<file path="src/rtl/sdio_cmd_sequencer.sv">
// sdio_cmd_sequencer
//   Command-layer controller above the SDIO device PHY. Latches each decoded
//   command, tracks the card state (INIT/STBY/CMD), runs CMD52 register
//   accesses, builds R4/R5/R6/R1b response frames and starts the PHY data
//   phase for CMD53 byte-mode transfers.
//
//   Optional feature macro: SDIO_REG_TIMEOUT_EN
//     defined   -> REG_WAIT gives up after REG_TIMEOUT clocks and answers
//                  R5 with ERROR set and data 8'h00
//     undefined -> REG_WAIT waits for i_reg_ack indefinitely
//
// Ports
//   clk, rst                     clock, synchronous active-high reset
//   i_cmd_stb/_crc_good_stb      new command pulse and its CRC verdict
//   i_cmd, i_cmd_arg             command index and argument
//   i_rsps_idle                  PHY command line idle
//   o_rsps_stb/o_rsps/_len       response pulse, 40-bit frame, bits-1
//   o_rsps_fail                  suppress response, PHY back to idle
//   o_reg_*/i_reg_*              CMD52 register access handshake
//   o_data_*/o_write_flag        CMD53 data-phase setup and start pulse
//   i_data_finished              data phase complete
//   o_card_state                 0 INIT, 1 STBY, 2 CMD
module sdio_cmd_sequencer #(
  parameter int          NUM_FUNCS   = 1,
  parameter logic [23:0] OCR         = 24'hFF8000,
  parameter logic [15:0] RCA_VALUE   = 16'h0001,
  parameter int          REG_TIMEOUT = 255
) (
  input  logic        clk,
  input  logic        rst,
  input  logic        i_cmd_stb,
  input  logic        i_cmd_crc_good_stb,
  input  logic [5:0]  i_cmd,
  input  logic [31:0] i_cmd_arg,
  input  logic        i_rsps_idle,
  output logic        o_rsps_stb,
  output logic [39:0] o_rsps,
  output logic [7:0]  o_rsps_len,
  output logic        o_rsps_fail,
  output logic        o_reg_req,
  output logic        o_reg_write,
  output logic [2:0]  o_reg_func,
  output logic [16:0] o_reg_addr,
  output logic [7:0]  o_reg_wdata,
  input  logic        i_reg_ack,
  input  logic [7:0]  i_reg_rdata,
  output logic        o_data_activate,
  output logic        o_write_flag,
  output logic [12:0] o_data_count,
  output logic [2:0]  o_data_func,
  output logic [16:0] o_data_addr,
  output logic        o_data_incr,
  input  logic        i_data_finished,
  output logic [1:0]  o_card_state
);

  localparam logic [2:0] S_IDLE      = 3'd0;
  localparam logic [2:0] S_DECODE    = 3'd1;
  localparam logic [2:0] S_REG_WAIT  = 3'd2;
  localparam logic [2:0] S_RESPOND   = 3'd3;
  localparam logic [2:0] S_RSPS_WAIT = 3'd4;
  localparam logic [2:0] S_DATA      = 3'd5;
  localparam logic [2:0] S_FAIL      = 3'd6;

  localparam logic [1:0] CS_INIT = 2'd0;
  localparam logic [1:0] CS_STBY = 2'd1;
  localparam logic [1:0] CS_CMD  = 2'd2;

  // R5 flag byte: {CRC_ERR, ILLEGAL, CUR_STATE[1:0], ERROR, 0, FUNC_NUM, OUT_OF_RANGE}
  localparam logic [7:0] F_CUR_CMD = 8'h10;
  localparam logic [7:0] F_CUR_TRN = 8'h20;
  localparam logic [7:0] F_ERROR   = 8'h08;
  localparam logic [7:0] F_FUNC    = 8'h02;

  localparam logic [2:0] NF3 = 3'(NUM_FUNCS);

  function automatic logic [39:0] frame(input logic [5:0] idx, input logic [31:0] pl);
    return {1'b0, idx, pl, 1'b0};
  endfunction

  function automatic logic [39:0] r5(input logic [5:0] idx, input logic [7:0] flags,
                                     input logic [7:0] data);
    return frame(idx, {16'h0, flags, data});
  endfunction

  logic [2:0]  state_q, state_d;
  logic [1:0]  card_q, card_d;
  logic [5:0]  cmd_q, cmd_d;
  logic [31:0] arg_q, arg_d;
  logic        crc_q, crc_d;
  logic [39:0] rsps_q, rsps_d;
  logic [7:0]  len_q, len_d;
  logic        pend_q, pend_d;   // valid CMD53 awaiting its data phase
  logic        act_q, act_d;
  logic        reg_write_q, reg_write_d;
  logic [2:0]  reg_func_q, reg_func_d;
  logic [16:0] reg_addr_q, reg_addr_d;
  logic [7:0]  reg_wdata_q, reg_wdata_d;
  logic        wr_q, wr_d;
  logic [12:0] cnt_q, cnt_d;
  logic [2:0]  dfunc_q, dfunc_d;
  logic [16:0] daddr_q, daddr_d;
  logic        incr_q, incr_d;

`ifdef SDIO_REG_TIMEOUT_EN
  logic [15:0] tmo_q, tmo_d;
`else
  logic unused_tmo;
  assign unused_tmo = (REG_TIMEOUT == 0);
`endif

  always_comb begin
    state_d     = state_q;
    card_d      = card_q;
    cmd_d       = cmd_q;
    arg_d       = arg_q;
    crc_d       = crc_q;
    rsps_d      = rsps_q;
    len_d       = len_q;
    pend_d      = pend_q;
    act_d       = 1'b0;
    reg_write_d = reg_write_q;
    reg_func_d  = reg_func_q;
    reg_addr_d  = reg_addr_q;
    reg_wdata_d = reg_wdata_q;
    wr_d        = wr_q;
    cnt_d       = cnt_q;
    dfunc_d     = dfunc_q;
    daddr_d     = daddr_q;
    incr_d      = incr_q;
`ifdef SDIO_REG_TIMEOUT_EN
    tmo_d       = tmo_q;
`endif
    case (state_q)
      S_IDLE: begin
        if (i_cmd_stb) begin
          cmd_d   = i_cmd;
          arg_d   = i_cmd_arg;
          crc_d   = i_cmd_crc_good_stb;
          state_d = S_DECODE;
        end
      end
      S_DECODE: begin
        state_d = S_FAIL;
        pend_d  = 1'b0;
        len_d   = 8'd38;
`ifdef SDIO_REG_TIMEOUT_EN
        tmo_d   = '0;
`endif
        // A bad CRC fails without touching card state.
        if (crc_q) begin
          case (cmd_q)
            6'd0: card_d = CS_INIT;
            6'd3: begin
              rsps_d  = frame(cmd_q, {RCA_VALUE, 16'h0});
              card_d  = CS_STBY;
              state_d = S_RESPOND;
            end
            6'd5: begin
              rsps_d  = frame(6'h3F, {1'b1, NF3, 4'h0, OCR});
              state_d = S_RESPOND;
            end
            6'd7: begin
              if (arg_q[31:16] == RCA_VALUE && card_q != CS_INIT) begin
                // Status reports the state the card was in when CMD7 arrived.
                rsps_d  = frame(cmd_q, {19'h0, (card_q == CS_CMD) ? 4'd4 : 4'd3, 9'h0});
                card_d  = CS_CMD;
                state_d = S_RESPOND;
              end else if (card_q == CS_CMD) begin
                card_d = CS_STBY;
              end
            end
            6'd52: begin
              if (card_q == CS_CMD) begin
                if (arg_q[30:28] > NF3) begin
                  rsps_d  = r5(cmd_q, F_CUR_CMD | F_FUNC, 8'h00);
                  state_d = S_RESPOND;
                end else begin
                  reg_write_d = arg_q[31];
                  reg_func_d  = arg_q[30:28];
                  reg_addr_d  = arg_q[25:9];
                  reg_wdata_d = arg_q[7:0];
                  state_d     = S_REG_WAIT;
                end
              end
            end
            6'd53: begin
              if (card_q == CS_CMD) begin
                state_d = S_RESPOND;
                if (arg_q[27]) begin
                  rsps_d = r5(cmd_q, F_CUR_CMD | F_ERROR, 8'h00);
                end else begin
                  rsps_d  = r5(cmd_q, F_CUR_TRN, 8'h00);
                  wr_d    = arg_q[31];
                  dfunc_d = arg_q[30:28];
                  incr_d  = arg_q[26];
                  daddr_d = arg_q[25:9];
                  cnt_d   = (arg_q[8:0] == 9'd0) ? 13'd512 : {4'd0, arg_q[8:0]};
                  pend_d  = 1'b1;
                end
              end
            end
            default: ;
          endcase
        end
      end
      S_REG_WAIT: begin
        if (i_reg_ack) begin
          rsps_d  = r5(cmd_q, F_CUR_CMD, i_reg_rdata);
          state_d = S_RESPOND;
        end
`ifdef SDIO_REG_TIMEOUT_EN
        else if (tmo_q == 16'(REG_TIMEOUT - 1)) begin
          rsps_d  = r5(cmd_q, F_CUR_CMD | F_ERROR, 8'h00);
          state_d = S_RESPOND;
        end else begin
          tmo_d = tmo_q + 16'd1;
        end
`endif
      end
      S_RESPOND: state_d = S_RSPS_WAIT;
      S_RSPS_WAIT: begin
        if (i_rsps_idle) begin
          if (pend_q) begin
            state_d = S_DATA;
            act_d   = 1'b1;
            pend_d  = 1'b0;
          end else begin
            state_d = S_IDLE;
          end
        end
      end
      S_DATA:  if (i_data_finished) state_d = S_IDLE;
      S_FAIL:  state_d = S_IDLE;
      default: state_d = S_IDLE;
    endcase
  end

  always_ff @(posedge clk) begin
    if (rst) begin
      state_q     <= S_IDLE;
      card_q      <= CS_INIT;
      cmd_q       <= '0;
      arg_q       <= '0;
      crc_q       <= 1'b0;
      rsps_q      <= '0;
      len_q       <= '0;
      pend_q      <= 1'b0;
      act_q       <= 1'b0;
      reg_write_q <= 1'b0;
      reg_func_q  <= '0;
      reg_addr_q  <= '0;
      reg_wdata_q <= '0;
      wr_q        <= 1'b0;
      cnt_q       <= '0;
      dfunc_q     <= '0;
      daddr_q     <= '0;
      incr_q      <= 1'b0;
`ifdef SDIO_REG_TIMEOUT_EN
      tmo_q       <= '0;
`endif
    end else begin
      state_q     <= state_d;
      card_q      <= card_d;
      cmd_q       <= cmd_d;
      arg_q       <= arg_d;
      crc_q       <= crc_d;
      rsps_q      <= rsps_d;
      len_q       <= len_d;
      pend_q      <= pend_d;
      act_q       <= act_d;
      reg_write_q <= reg_write_d;
      reg_func_q  <= reg_func_d;
      reg_addr_q  <= reg_addr_d;
      reg_wdata_q <= reg_wdata_d;
      wr_q        <= wr_d;
      cnt_q       <= cnt_d;
      dfunc_q     <= dfunc_d;
      daddr_q     <= daddr_d;
      incr_q      <= incr_d;
`ifdef SDIO_REG_TIMEOUT_EN
      tmo_q       <= tmo_d;
`endif
    end
  end

  // Strobes come straight from state so a reset can never leave one pending.
  assign o_rsps_stb      = (state_q == S_RESPOND);
  assign o_rsps_fail     = (state_q == S_FAIL);
  assign o_reg_req       = (state_q == S_REG_WAIT);
  assign o_data_activate = act_q;
  assign o_rsps          = rsps_q;
  assign o_rsps_len      = len_q;
  assign o_reg_write     = reg_write_q;
  assign o_reg_func      = reg_func_q;
  assign o_reg_addr      = reg_addr_q;
  assign o_reg_wdata     = reg_wdata_q;
  assign o_write_flag    = wr_q;
  assign o_data_count    = cnt_q;
  assign o_data_func     = dfunc_q;
  assign o_data_addr     = daddr_q;
  assign o_data_incr     = incr_q;
  assign o_card_state    = card_q;

endmodule

</file>
<file path="config.mk">
export PLATFORM = sky130hd
export DESIGN_NAME = sdio_cmd_sequencer
export DESIGN_NICKNAME = d
export VERILOG_FILES = /design/src/rtl/sdio_cmd_sequencer.sv
export SDC_FILE = /design/constraint.sdc
export NUM_CORES = 1
export LEC_CHECK = 0
export BUFFER_PORTS_ARGS = -buffer_cell sky130_fd_sc_hd__clkbuf_2
export CORE_ASPECT_RATIO = 0.9
export CORE_MARGIN = 5
export CORE_UTILIZATION = 45
export CTS_BUF_LIST = sky130_fd_sc_hd__clkbuf_4 sky130_fd_sc_hd__clkbuf_8
export DETAILED_ROUTE_END_ITERATION = 10
export PLACE_DENSITY = 0.69
export SKIP_LAST_GASP = 1
export SYNTH_ARGS = -nofsm -noshare
export SYNTH_HDL_FRONTEND = slang
export SYNTH_SLANG_ARGS = --single-unit
</file>
<file path="constraint.sdc">
create_clock -name clk -period 2.2 [get_ports clk]
set_input_delay 0.44 -clock clk [delete_from_list [all_inputs] [get_ports clk]]
set_output_delay 0.44 -clock clk [all_outputs]
set_load 0.03 [all_outputs]
</file>
==> results summary <==
The run finished with clean final reports. The total iterations of the first detailed-routing run is 6. The synthesized netlist devotes 23.4% of its cell area to simple gates. The signal arrival time at the worst endpoint is roughly 2.5 ns. The fraction of final layout cells sized beyond drive strength 1 came out at between 20% and 30%. The number of standard cells in the final layout excluding fillers is about 960. The post-DP HPWL is 10.4 mm. Sorting the synthesized cells by area gives the leading types as sky130_fd_sc_hd__dfxtp_1, sky130_fd_sc_hd__nand2_1, sky130_fd_sc_hd__a21oi_1. The critical path starts at arg_q[18]$_SDFFE_PP0P_. sky130_fd_sc_hd__nand2_1 is the most common cell in the netlist. STA classifies the critical path endpoint as a flop.

The fraction of post-synthesis cell area in the top cell type by area is 48.7%. The area of the placeable core is 0.0115 mm². The area fraction in compound gates after synthesis is between 15 and 20%. Counting tap cells, the placed design contains a total of 931 instances. The depth of the worst register-to-register path is 5. Of the available clock period, the critical path in the final layout requires approximately 96%. The count of endpoints failing hold in the final timing report came out at 0. The via count of the first global-routing pass came out at between 4000 and 5000. The end-of-flow core utilization is 56.6%. The largest net degree at the start of global routing is around 110. The effective utilization at floorplan came out at a little under half. The post-synthesis to final-layout area growth is 22.7%. Summing the areas of all fa, ha and maj instances in the mapped netlist gives 0% of the synthesized area. At the end of routability-driven placement, the weighted congestion stood at a little over 0.9. For this design the ratio of total power to cell area is 1010 mW/mm². Summed over all layers, the routed wires come to between 10 and 15 mm. The number of enable-type register cells in the synthesized netlist is 0. The clock transition at the registers of the reported paths is roughly 0.070 ns. For this design, the CTS-stage hold fixing added 0 buffers. The portion of netlist area occupied by mux cells came out at less than 1%.

The ratio of routed vias to standard cells is around 5.1. Summed over all cells, the static leakage comes to ~2.7 nW. The worst endpoint required time is approximately 2.5 ns. The worst-case IR drop observed on VDD is approximately 0.47 mV. Of all nets on the critical path, the largest fanout is 9.

After detailed routing, the average wire length per cell comes to about 15 µm. The total count of max-transition violations in the final report is 0. The synthesized area per cell is between 8 and 9 µm². Overall power consumption after layout is estimated at between 6 and 7 mW. The largest family of logic cells by synthesized area is simple AND/OR/NAND/NOR gates. After synthesis, the most frequently instantiated cells are sky130_fd_sc_hd__nand2_1, sky130_fd_sc_hd__dfxtp_1, sky130_fd_sc_hd__a21oi_1. The count of nets left with antenna violations after detail routing is 0.

The relative slew slack came out at about three fifths. The insertion delay to the later sink of the worst-skew pair is around 0.44 ns. Static timing analysis puts the maximum clock frequency at ~0.47 GHz.

The worst-margin pin slew is approximately 0.57 ns. The detailed router placed a little under 5000 vias in this run. Clock tree synthesis selected as its root buffer the cell sky130_fd_sc_hd__clkbuf_8. The number of cell rows came out at 37. The endpoint identified for the worst register-to-register timing path is o_rsps[4]$_SDFFE_PP0P_. The number of different library cells used by synthesis comes to slightly below 60.

The post-synthesis instance area is between 0.005 and 0.006 mm². The setup slack on the worst flop-to-flop path is 0.08 ns. The max capacitance violation total came out at 0. The startpoint of the lowest-slack register-to-register path is arg_q[18]$_SDFFE_PP0P_.

The number of inserted diodes came out at 0. The initial antenna violation count is 0. CTS built an H-tree with a depth of 4. The detailed router finished its first iteration with approximately 360 violations. The shortest period the worst path allows is between 2 and 2.5 ns.

STA classifies the critical path startpoint as a flop. The first global-routing pass estimated about 24 mm of wire. The async set-or-reset flop fraction in the synthesized netlist is 0%. The number of DRC violations after detailed routing is 0. The synthesized netlist devotes less than 1% of its cell area to XOR and XNOR gates. The Yosys step of the flow raised 0 warnings. The net count of the finished layout is 847. The residual overflow from global routing came out at 0. The total global-route track usage is a little over a fifth. The number of fillers in the final layout is roughly 1100. The die is roughly 120 µm wide. Buffers added to address setup during post-CTS repair amount to 0. The register bit total from synthesis came out at ~130. Following the worst setup path forward leads to its endpoint at o_rsps[4]$_SDFFE_PP0P_. The die outline height came out at 113 µm.

The worst setup slack after layout came out at between 0.08 and 0.09 ns. The total die area is 0.0140 mm². The number of setup violations in the final report is 0. By startpoint and endpoint, the worst setup path is classified as flop to flop. The most used flip-flop cell after synthesis is sky130_fd_sc_hd__dfxtp_1. For this run, the register share of the synthesized area comes to approximately half. After technology mapping, the gate count stands at 660. The setup clock skew after layout came out at about 0.0068 ns. Summing all multi-input logic gate instances after layout gives ~0.0023 mm². Clock tree synthesis found a total of 129 sinks. The TritonCTS clock tree is yes. The sequential cell area in the final layout came out at about 0.0026 mm². The worst hold path belongs to the class input port to flop. The setup slack at placement came out at -0.0281 ns.

Setup repair after global routing could not meet its margin everywhere. The clock passes through at most 2 buffers. The total of buffers placed on input and output ports is 152. The number of clock buffers added by TritonCTS is 17.

The largest area contributor in the netlist is sky130_fd_sc_hd__dfxtp_1. Pin placement for this block handled 171 I/O pins.
sequential cells by signal, summed over array words and instances (netlist names), 2 cells and up:
register	flops
arg_q	32
o_rsps	21
o_data_addr	17
o_reg_addr	17
o_data_count	10
o_reg_wdata	8
cmd_q	6
o_data_func	3
o_reg_func	3
state_q	3
o_card_state	2
timing repair:
item | 4_1_cts | 5_1_grt
pin swaps | 0 | 0
endpoints found under the setup margin | 3 | 14
gates resized for setup | 1 | 5
routing by layer:
metal | track usage (%) | share of wire (%) | up-vias | routed length (µm)
met5 | 0 | 0 | - | 0
met2 | 32.8 | 46 | 181 | 6680
met1 | 26.9 | 46 | 2288 | 6640
li1 | - | - | 2451 | -
met3 | 7.22 | 6.9 | 19 | 1010
met4 | 7.52 | 1.7 | 0 | 242
area by class of cell:
cell class,count,share of cell area [%]
repair buffers,174,14.9
clock buffers,29,5.56
multi-input cells,462,35.9
flip-flops and latches,129,39.7
well taps,156,3.00
inverters,10,0.577
clock inverters,3,0.308
cells in the final DEF, fill, tap and decap left out, drive strengths merged, types with 8 or more instances in the layout:
cell    instances
nor2           13
conb           18
nand2b          8
a21oi         105
a22o            9
nand2         210
clkbuf        179
nor3           13
inv            10
buf            24
a31oi           9
dfxtp         129
how the worst min path moves through the flow:
| stage | slack, ns | cells after the start | start | end |
|---|---|---|---|---|
| CTS | 0.18 | 2 | i_reg_rdata[6] | o_rsps[7]$_SDFFE_PP0P_ |
| global placement | 0.44 | 2 | o_reg_write$_SDFFE_PP0P_ | o_reg_write$_SDFFE_PP0P_ |
| global route | 0.18 | 3 | i_cmd_arg[11] | arg_q[11]$_SDFFE_PP0P_ |
| finish | 0.21 | 2 | i_reg_rdata[6] | o_rsps[7]$_SDFFE_PP0P_ |
| floorplan | 0.44 | 2 | arg_q[8]$_SDFFE_PP0P_ | o_data_count[8]$_SDFFE_PP0P_ |
| detailed placement | 0.45 | 2 | o_data_count[1]$_SDFFE_PP0P_ | o_data_count[1]$_SDFFE_PP0P_ |
through the flow:
| step | hold slack, ns | area, µm² | TNS, ns |
|---|---|---|---|
| 2_1_floorplan | 0.445 | 5360 | 0 |
| 3_3_place_gp | 0.445 | 6090 | 0 |
| 3_5_place_dp | 0.447 | 6090 | -0.0365 |
| 4_1_cts | 0.179 | 6480 | -0.122 |
| 5_1_grt | 0.178 | 6500 | -0.0445 |
| 6_report | 0.214 | 6500 | 0 |
logic make-up (layout without fill, tap and decap cells):
logic type                count (synthesis)  after routing
and+or+nand+nor                         282            282
AOI/OAI and AO/OA                       160            160
other                                     1             18
DFF                                     129            129
buffers and inverters                    86            216
xor gates and xnor gates                  1              1
muxes                                     1              1
critical path, cell delays in order (launching register included):
cell and delay, ns:
sky130_fd_sc_hd__dfxtp_1 0.33, sky130_fd_sc_hd__nor4_1 0.32, sky130_fd_sc_hd__and4_1 0.41, sky130_fd_sc_hd__a211o_1 0.47, sky130_fd_sc_hd__a31oi_4 0.20, sky130_fd_sc_hd__a22o_1 0.27
power by group:
group	internal (mW)	leakage (nW)	switching, mW
Sequential	2.59	1.05	0.257
Combinational	0.627	1.42	1.19
Clock	1.03	0.197	0.861
Total	4.25	2.67	2.31
Note: power is estimated with default switching activity, not from simulation.
